[config.mk]
export PLATFORM = sky130hd
export DESIGN_NAME = hilo_muldiv_unit_flat
export DESIGN_NICKNAME = d
export VERILOG_FILES = /design/src/rtl/hilo_muldiv_unit_if.sv /design/src/rtl/hilo_muldiv_unit.sv /design/src/flat_wrapper.sv
export SDC_FILE = /design/constraint.sdc
export NUM_CORES = 1
export LEC_CHECK = 0
export BUFFER_PORTS_ARGS = -buffer_cell sky130_fd_sc_hd__buf_4
export CAP_MARGIN = 20
export CORE_ASPECT_RATIO = 1.4
export CORE_UTILIZATION = 56
export CTS_BUF_LIST = sky130_fd_sc_hd__clkbuf_8 sky130_fd_sc_hd__clkbuf_16
export CTS_CLUSTER_DIAMETER = 60
export DETAILED_ROUTE_END_ITERATION = 8
export PLACE_DENSITY_LB_ADDON = 0.08
export SETUP_SLACK_MARGIN = 0.3
export SYNTH_ARGS = -nofsm -noshare
export SYNTH_HDL_FRONTEND = slang
export SYNTH_SLANG_ARGS = --single-unit
[constraint.sdc]
create_clock -name clock -period 5.13 [get_ports clock]
set_input_delay 1.026 -clock clock [delete_from_list [all_inputs] [get_ports clock]]
set_output_delay 1.026 -clock clock [all_outputs]
set_load 0.02 [all_outputs]
[src/rtl/hilo_muldiv_unit_if.sv]
// Operand, control and HI/LO result bundle between the execute-stage
// controller (master) and the multiply/divide unit (slave).
interface hilo_muldiv_unit_if #(
  parameter int DATA_W = 32
);
  logic              start;
  logic [1:0]        op;
  logic [DATA_W-1:0] rs_data;
  logic [DATA_W-1:0] rt_data;
  logic              mthi;
  logic              mtlo;
  logic              busy;
  logic              done;
  logic              div_by_zero;
  logic [DATA_W-1:0] hi;
  logic [DATA_W-1:0] lo;

  modport master (
    output start, op, rs_data, rt_data, mthi, mtlo,
    input  busy, done, div_by_zero, hi, lo
  );

  modport slave (
    input  start, op, rs_data, rt_data, mthi, mtlo,
    output busy, done, div_by_zero, hi, lo
  );
endinterface

[src/rtl/hilo_muldiv_unit.sv]
// Iterative shift-add multiplier / restoring divider owning the HI/LO
// registers; one bit per cycle, DATA_W cycles per operation.
module hilo_muldiv_unit #(
  parameter int DATA_W = 32,
  parameter int CNT_W  = 6
) (
  input logic               clock,
  input logic               reset,
  hilo_muldiv_unit_if.slave bus
);

  typedef enum logic [1:0] {
    IDLE = 2'd0,
    RUN  = 2'd1,
    DONE = 2'd2
  } state_t;

  localparam logic [CNT_W-1:0] LAST_CNT = CNT_W'(DATA_W - 1);

  state_t              state;
  state_t              state_next;
  logic [CNT_W-1:0]    cnt;
  logic                accept;
  logic                last;
  logic                mt_allowed;

  logic [2*DATA_W-1:0] acc;
  logic [2*DATA_W-1:0] acc_next;
  logic [2*DATA_W-1:0] mul_next;
  logic [2*DATA_W-1:0] div_next;
  logic [2*DATA_W-1:0] product;
  logic [DATA_W:0]     mul_sum;
  logic [DATA_W:0]     div_shift;
  logic [DATA_W:0]     div_diff;
  logic [DATA_W-1:0]   quot;
  logic [DATA_W-1:0]   rem;
  logic [DATA_W-1:0]   res_hi;
  logic [DATA_W-1:0]   res_lo;

  logic [DATA_W-1:0]   b_mag;
  logic [DATA_W-1:0]   a_raw;
  logic [DATA_W-1:0]   hi_q;
  logic [DATA_W-1:0]   lo_q;
  logic                is_div;
  logic                neg_q;
  logic                neg_r;
  logic                b_zero;
  logic                done_q;
  logic                dbz_q;

  logic                op_signed;
  logic                a_neg;
  logic                b_neg;
  logic [DATA_W-1:0]   a_mag_in;
  logic [DATA_W-1:0]   b_mag_in;

  // op[0]==0 selects the signed flavours (MULT, DIV); magnitudes are formed at launch
  always_comb begin
    op_signed = ~bus.op[0];
    a_neg     = op_signed & bus.rs_data[DATA_W-1];
    b_neg     = op_signed & bus.rt_data[DATA_W-1];
    a_mag_in  = a_neg ? -bus.rs_data : bus.rs_data;
    b_mag_in  = b_neg ? -bus.rt_data : bus.rt_data;
  end

  // acc holds {partial, multiplier} for multiply and {remainder, quotient} for divide
  always_comb begin
    mul_sum   = {1'b0, acc[2*DATA_W-1:DATA_W]} + (acc[0] ? {1'b0, b_mag} : '0);
    mul_next  = {mul_sum, acc[DATA_W-1:1]};
    div_shift = acc[2*DATA_W-1:DATA_W-1];
    div_diff  = div_shift - {1'b0, b_mag};
    if (div_diff[DATA_W]) begin
      div_next = {div_shift[DATA_W-1:0], acc[DATA_W-2:0], 1'b0};
    end else begin
      div_next = {div_diff[DATA_W-1:0], acc[DATA_W-2:0], 1'b1};
    end
    acc_next = is_div ? div_next : mul_next;
  end

  always_comb begin
    product = neg_q ? -acc_next : acc_next;
    quot    = acc_next[DATA_W-1:0];
    rem     = acc_next[2*DATA_W-1:DATA_W];
    res_hi  = product[2*DATA_W-1:DATA_W];
    res_lo  = product[DATA_W-1:0];
    if (is_div) begin
      if (b_zero) begin
        res_hi = a_raw;
        res_lo = '1;
      end else begin
        res_hi = neg_r ? -rem : rem;
        res_lo = neg_q ? -quot : quot;
      end
    end
  end

  always_comb begin
    state_next = state;
    accept     = 1'b0;
    last       = 1'b0;
    case (state)
      IDLE: begin
        if (bus.start) begin
          accept     = 1'b1;
          state_next = RUN;
        end
      end
      RUN: begin
        if (cnt == LAST_CNT) begin
          last       = 1'b1;
          state_next = DONE;
        end
      end
      DONE: begin
        if (bus.start) begin
          accept     = 1'b1;
          state_next = RUN;
        end else begin
          state_next = IDLE;
        end
      end
      default: state_next = IDLE;
    endcase
    mt_allowed = (state != RUN) && !accept;
  end

  always_ff @(posedge clock) begin
    if (reset) begin
      state <= IDLE;
    end else begin
      state <= state_next;
    end
  end

  // A launch wins over mthi/mtlo on the same edge; HI/LO only change at completion otherwise
  always_ff @(posedge clock) begin
    if (reset) begin
      cnt    <= '0;
      acc    <= '0;
      b_mag  <= '0;
      a_raw  <= '0;
      is_div <= 1'b0;
      neg_q  <= 1'b0;
      neg_r  <= 1'b0;
      b_zero <= 1'b0;
      hi_q   <= '0;
      lo_q   <= '0;
      done_q <= 1'b0;
      dbz_q  <= 1'b0;
    end else begin
      done_q <= last;
      dbz_q  <= last & is_div & b_zero;
      if (accept) begin
        cnt    <= '0;
        acc    <= {{DATA_W{1'b0}}, a_mag_in};
        b_mag  <= b_mag_in;
        a_raw  <= bus.rs_data;
        is_div <= bus.op[1];
        neg_q  <= a_neg ^ b_neg;
        neg_r  <= a_neg;
        b_zero <= (bus.rt_data == '0);
      end else if (state == RUN) begin
        cnt <= cnt + CNT_W'(1);
        acc <= acc_next;
      end
      if (last) begin
        hi_q <= res_hi;
        lo_q <= res_lo;
      end else if (mt_allowed) begin
        if (bus.mthi) hi_q <= bus.rs_data;
        if (bus.mtlo) lo_q <= bus.rs_data;
      end
    end
  end

  assign bus.busy        = (state == RUN);
  assign bus.done        = done_q;
  assign bus.div_by_zero = dbz_q;
  assign bus.hi          = hi_q;
  assign bus.lo          = lo_q;

endmodule
[src/flat_wrapper.sv]
// flat-port wrapper written by rule: the top's interface ports become plain ports
module hilo_muldiv_unit_flat 
#(
  parameter int DATA_W = 32,
  parameter int CNT_W  = 6
)
  (clock, reset, bus_start, bus_op, bus_rs_data, bus_rt_data, bus_mthi, bus_mtlo, bus_busy, bus_done, bus_div_by_zero, bus_hi, bus_lo);
  hilo_muldiv_unit_if #(.DATA_W(DATA_W)) bus_i ();
  input logic clock;
  input logic reset;
  input wire logic [$bits(bus_i.start)-1:0] bus_start;
  input wire logic [$bits(bus_i.op)-1:0] bus_op;
  input wire logic [$bits(bus_i.rs_data)-1:0] bus_rs_data;
  input wire logic [$bits(bus_i.rt_data)-1:0] bus_rt_data;
  input wire logic [$bits(bus_i.mthi)-1:0] bus_mthi;
  input wire logic [$bits(bus_i.mtlo)-1:0] bus_mtlo;
  output wire logic [$bits(bus_i.busy)-1:0] bus_busy;
  output wire logic [$bits(bus_i.done)-1:0] bus_done;
  output wire logic [$bits(bus_i.div_by_zero)-1:0] bus_div_by_zero;
  output wire logic [$bits(bus_i.hi)-1:0] bus_hi;
  output wire logic [$bits(bus_i.lo)-1:0] bus_lo;
  assign bus_i.start = bus_start;
  assign bus_i.op = bus_op;
  assign bus_i.rs_data = bus_rs_data;
  assign bus_i.rt_data = bus_rt_data;
  assign bus_i.mthi = bus_mthi;
  assign bus_i.mtlo = bus_mtlo;
  assign bus_busy = bus_i.busy;
  assign bus_done = bus_i.done;
  assign bus_div_by_zero = bus_i.div_by_zero;
  assign bus_hi = bus_i.hi;
  assign bus_lo = bus_i.lo;
  hilo_muldiv_unit #(.DATA_W(DATA_W), .CNT_W(CNT_W)) u_core (.clock(clock), .reset(reset), .bus(bus_i));
endmodule
Word level (Yosys, flattened, before mapping):

Cells that the tools add are included.

* bits in registers: 206
* bits of input ports: 71
* output and inout bits: 67
* word-level logic and storage cells: 75

* add/sub/neg operators: 8
* eq/ne operators: 6
* multiplexer cells: 28
* bitwise logic cells: 6
* reductions and logical operators: 13

Operator list (number)
* $mux W32: 17
* $mux W64: 3
* $neg A32 Y32: 4
* $neg A64 Y64: 1
* $add A32 B32 Y33: 1
* $sub A33 B32 Y33: 1
* $logic_not A32 Y1: 1
* $reduce_bool A2 Y1: 4
* $add A6 B1 Y6 const B: 1
* $eq A6 B5 Y1 const B: 1
* $pmux W2 S3: 1
* $reduce_and A2 Y1: 3
* $mux W1: 5
* $and A1 B1 Y1: 4
* $mux W2: 2
* $ne A2 B1 Y1 const B: 2
* $reduce_or A2 Y1: 2
* $eq A2 B1 Y1 const B: 1
* $eq A2 B2 Y1 const B: 1
* $logic_not A2 Y1: 1
* $ne A2 B2 Y1 const B: 1
* $logic_and A1 B1 Y1: 1
* $logic_not A1 Y1: 1
* $not A1 Y1: 1
* $xor A1 B1 Y1: 1

Longest topological paths before layout:

* depth after elaboration: 8
* depth in mapped cells: 27
* gate-level depth less buffers: 25

Least setup slack after synthesis:

OpenSTA, ideal clock, no wires.

* kind: reg-to-reg
* from: register u_core.acc[31]
* to: register u_core.hi_q[26], in the netlist u_core.bus.hi[26]
* setup time: 0.101 ns
* arrival: 5.378 ns
* required time: 5.029 ns
* setup slack: -0.349 ns
* cell stages (with the launch flop): 27
* buffers on the path: 4
* clock period less this slack: 5.479 ns
* path through: dfxtp_1 inv_1 ha_1 inv_1 fa_1 a211oi_1 o21a_1 a2111o_1 a21bo_2 nand3_2 buf_2 buf_4 nand3_1 a31o_2 buf_2 ha_1 inv_1 or4_1 or3_1 nand3_1 o211ai_2 or2_1 clkbuf_1 o31ai_1 xor2_1 a21oi_1 o41ai_1

* longest elaborated chain between the ends: 8
* elaborated cells between the ends (all ways): 10
* those cells by class: add/sub (3); mux (7)

RTL lines
* start, declared: line hilo_muldiv_unit.sv:27 `logic [2*DATA_W-1:0] acc;`
* start signal, assigned: line hilo_muldiv_unit.sv:155 `acc <= {{DATA_W{1'b0}}, a_mag_in};`
* start signal, assigned: line hilo_muldiv_unit.sv:164 `acc <= acc_next;`
* $sub A33 B32 Y33: line hilo_muldiv_unit.sv:71 `div_diff = div_shift - {1'b0, b_mag};`
* $mux W64: line hilo_muldiv_unit.sv:72 `if (div_diff[DATA_W]) begin`
* $mux W64 (*): line hilo_muldiv_unit.sv:77 `acc_next = is_div ? div_next : mul_next;`
* $neg A32 Y32: line hilo_muldiv_unit.sv:91 `res_hi = neg_r ? -rem : rem;`
* $mux W32: line hilo_muldiv_unit.sv:91
* $mux W32: line hilo_muldiv_unit.sv:87 `if (b_zero) begin`
* $mux W32 (*): line hilo_muldiv_unit.sv:86 `if (is_div) begin`
* $mux W32 (*): line hilo_muldiv_unit.sv:166 `if (last) begin`
* end signal, assigned: line hilo_muldiv_unit.sv:167 `hi_q <= res_hi;`
* end signal, assigned: line hilo_muldiv_unit.sv:170 `if (bus.mthi) hi_q <= bus.rs_data;`
* end, declared: line hilo_muldiv_unit.sv:42 `logic [DATA_W-1:0] hi_q;`

Mark *: on every way between the ends. The rest lies on a longest branch, timed or not.
A chain may end at the register's enable or synchronous reset.

Final worst setup path:

* from: register u_core.acc[31]
* to: register u_core.hi_q[20], in the netlist u_core.bus.hi[20]

Same word-level chain as after synthesis.

==> impl_metrics.env <==
export IMPL_cts_root_buf="clkbuf_16"
export IMPL_synth_edf_count=0
export IMPL_fin_skew_ps=13.6
export IMPL_yosysUniqueCellTypes=92
export IMPL_setup_worst_path_start_class="flip-flop"
export IMPL_track_usage_pct=49.0
export IMPL_finalNetCount=2864
export IMPL_first_pass_iters=8
export IMPL_yosysSeqAreaShare_pct=23.3
export IMPL_timing_rr_end="u_core.bus.hi[20]"
export IMPL_via_per_inst=6.93
export IMPL_die_h_um=212
export IMPL_hp_class="flip-flop to flip-flop"
export IMPL_grt_setup_unrepaired="true"
export IMPL_dr_max_layer_used="met5"
export IMPL_met3_length_mm=8.10
export IMPL_setup_viol=0
export IMPL_critPathCaptureType="flip-flop"
export IMPL_fin_crit_ps=4970
export IMPL_critPathMaxFanout=3
export IMPL_gp_congestion=1.03
export IMPL_slew_headroom_pct=27.2
export IMPL_status="finished with violations"
export IMPL_dr_wl_met2_mm=36.9
export IMPL_seqCellArea_sq_mm=0.00415
export IMPL_drc=2
export IMPL_violations="design-rule violations"
export IMPL_synth_top_cell_area_share_pct=23.3
export IMPL_synth_main_ff_cell="dfxtp_1"
export IMPL_final_cells=3132
export IMPL_hold_end="u_core.a_raw[22]"
export IMPL_syn_nets=2641
export IMPL_grt_overflow_total=0
export IMPL_die_w_um=152
export IMPL_synth_area_per_cell_sq_um=7.08
export IMPL_ys_seq_elements=206
export IMPL_start_util_pct=57.2
export IMPL_core_area_sq_mm=0.0309
export IMPL_hpwlAfterDp_mm=59.7
export IMPL_netlist_area_sq_mm=0.0177
export IMPL_slew_violations=0
export IMPL_wl_mm=81.4
export IMPL_cts_tree="yes"
export IMPL_dpl_cell_count=3045
export IMPL_grt_pass1_vias=20900
export IMPL_clkSinkCount=206
export IMPL_reg2reg_slack_ps=160
export IMPL_worstMarginPinSlew_ps=1090
export IMPL_hold_viol_final=0
export IMPL_cts_buffers=27
export IMPL_post_route_util_pct=71.1
export IMPL_ys_async_sr_fraction_pct=0
export IMPL_syn_to_final_growth_pct=24.2
export IMPL_min_period_over_period_pct=96.8
export IMPL_met1Wirelength_mm=27.0
export IMPL_r2r_cells=27
export IMPL_die_area_sq_mm=0.0323
export IMPL_routedWlPerCell_um=26.0
export IMPL_crit_arrival_ps=5380
export IMPL_grt_max_degree=128
export IMPL_ios=138
export IMPL_htree_levels=1
export IMPL_syn_inst=2499
export IMPL_hold_buffers=0
export IMPL_synth_top_area_cell="dfxtp_1"
export IMPL_max_stage_delay_ps=420
export IMPL_hold_start="u_core.a_raw[22]"
export IMPL_drive_gt1_share_pct=21.7
export IMPL_yosys_top_cells_area="dfxtp_1 (23%), a21oi_1 (7.0%), nand2_1 (6.8%)"
export IMPL_ant_nets=0
export IMPL_grt_pass1_wl_mm=121
export IMPL_min_path_cells=2
export IMPL_clock_fmax_mhz=201
export IMPL_portBuffers=137
export IMPL_fillers=2556
export IMPL_row_count=76
export IMPL_multiInputGateArea_sq_mm=0.0133
export IMPL_drt_iter0_drc=2536
export IMPL_critPathKind="flip-flop to flip-flop"
export IMPL_yosysWarnings=0
export IMPL_insertion_delay_ps=570
export IMPL_crit_slowest_cell="fa_2"
export IMPL_ir_worst_vdd_mv=0.269
export IMPL_clockBufferDepth=3
export IMPL_p_leak_nw=8.83
export IMPL_crit_required_ps=5540
export IMPL_clkTransAtPathRegs_ps=70
export IMPL_powerDensity_mw_per_mm2=282
export IMPL_antenna_found_initial=1
export IMPL_worstReg2RegStart="u_core.acc[31]"
export IMPL_cap_viol_max_count=0
export IMPL_vias=21700
[state kept, by name (all words and copies together), names as in the netlist]
register and count:
u_core.bus.div_by_zero 1, u_core.state 2, u_core.bus.done 1, u_core.b_mag 32, u_core.bus.hi 32, u_core.is_div 1, u_core.acc 64, u_core.b_zero 1
u_core.neg_q 1, u_core.bus.lo 32, u_core.cnt 6, u_core.neg_r 1, u_core.a_raw 32
[logic make-up after synthesis]
| logic type | after synthesis | synth area share (%) |
|---|---|---|
| and+or+nand+nor | 932 | 24.8 |
| buffers and inverters | 243 | 5.39 |
| AOI/OAI and AO/OA | 838 | 30.5 |
| DFF | 206 | 23.3 |
| xor gates and xnor gates | 154 | 7.63 |
| adders and majority gates | 71 | 5.11 |
| muxes | 55 | 3.23 |
[repair_timing]
action / 4_1_cts / 5_1_grt
gates resized for setup: 45 / 87
endpoints found under the setup margin: 21 / 31
pin swaps: 14 / 34
buffers inserted: 11 / 26
[placed cells by master (no fill, tap or decap), types with 47 or more instances in the layout]
master / n
xnor2_1: 71
nand3_1: 47
nor2_1: 230
xor2_1: 83
a211oi_1: 66
buf_4: 354
ha_1: 51
nor3_1: 72
inv_1: 68
dfxtp_1: 195
o21ai_0: 163
a31oi_1: 48
a21oi_1: 236
nand2_1: 318
[power breakdown]
part	internal, W	switching, W
Clock	0.00114	0.000850
Combinational	0.000913	0.00146
Sequential	0.00172	0.000119
Total	0.00377	0.00242
[metrics by stage]
step | area (sq um) | setup TNS [ps] | power (W) | hold slack [ps] | setup WS [ps]
final | 22000 | 0 | 0.00619 | 456 | 162
after global placement | 20100 | 0 | 0.00392 | 440 | 125
after detailed placement | 20100 | 0 | 0.00395 | 446 | 55.1
after floorplan | 17800 | 0 | 0.00310 | 432 | 175
after CTS | 21400 | 0 | 0.00597 | 455 | 262
after global routing | 22000 | -14.1 | 0.00637 | 470 | -14.1
[worst max-delay path, delay by kind of cell (launching register included)]
| kind | cells | cell delay, ps |
|---|---|---|
| AO/OA/AOI/OAI | 10 | 1850 |
| adder cells (fa/ha/maj) | 3 | 730 |
| AND/OR/NAND/NOR | 6 | 1030 |
| XOR/XNOR | 1 | 190 |
| buffers and inverters | 7 | 660 |
| flip-flops | 1 | 330 |
[area by class of cell]
type,instances,area share (%)
multi-input cells,2050,60.6
flip-flops and latches,206,18.9
repair buffers,365,12.9
clock buffers,31,3.33
well taps,390,2.22
inverters,72,1.23
clock inverters,17,0.843
diodes,1,0.0114
[routing by layer]
layer	GRT usage (%)	up-vias
met2	81.4	1524
met1	50.9	10100
met4	50.2	2
met5	0.307	-
li1	-	9567
met3	10.2	557
[synth_stat cells (all sizes together), types with 42 or more instances]
cell type	number
nor2	234
nor3	79
inv	70
a31oi	54
a211oi	68
nand2	323
or3	45
xnor2	71
o21ai	181
clkbuf	136
ha	69
a21oi	249
xor2	83
dfxtp	206
and2	42
nand3	53
[worst max path at each step]
| stage | startpoint | to | depth (start not counted) | slack [ps] |
|---|---|---|---|---|
| 6_report | u_core.acc[31] | u_core.bus.hi[20] | 27 | 160 |
| 5_1_grt | u_core.acc[31] | u_core.bus.hi[18] | 25 | -10 |
| 4_1_cts | u_core.acc[31] | u_core.bus.hi[24] | 23 | 260 |
| 3_5_place_dp | u_core.b_mag[2] | u_core.bus.hi[30] | 20 | 60 |
| 3_3_place_gp | u_core.b_mag[2] | u_core.bus.hi[30] | 20 | 130 |
| 2_1_floorplan | u_core.acc[31] | u_core.bus.hi[26] | 26 | 180 |
Note: power is estimated with default switching activity, not from simulation.
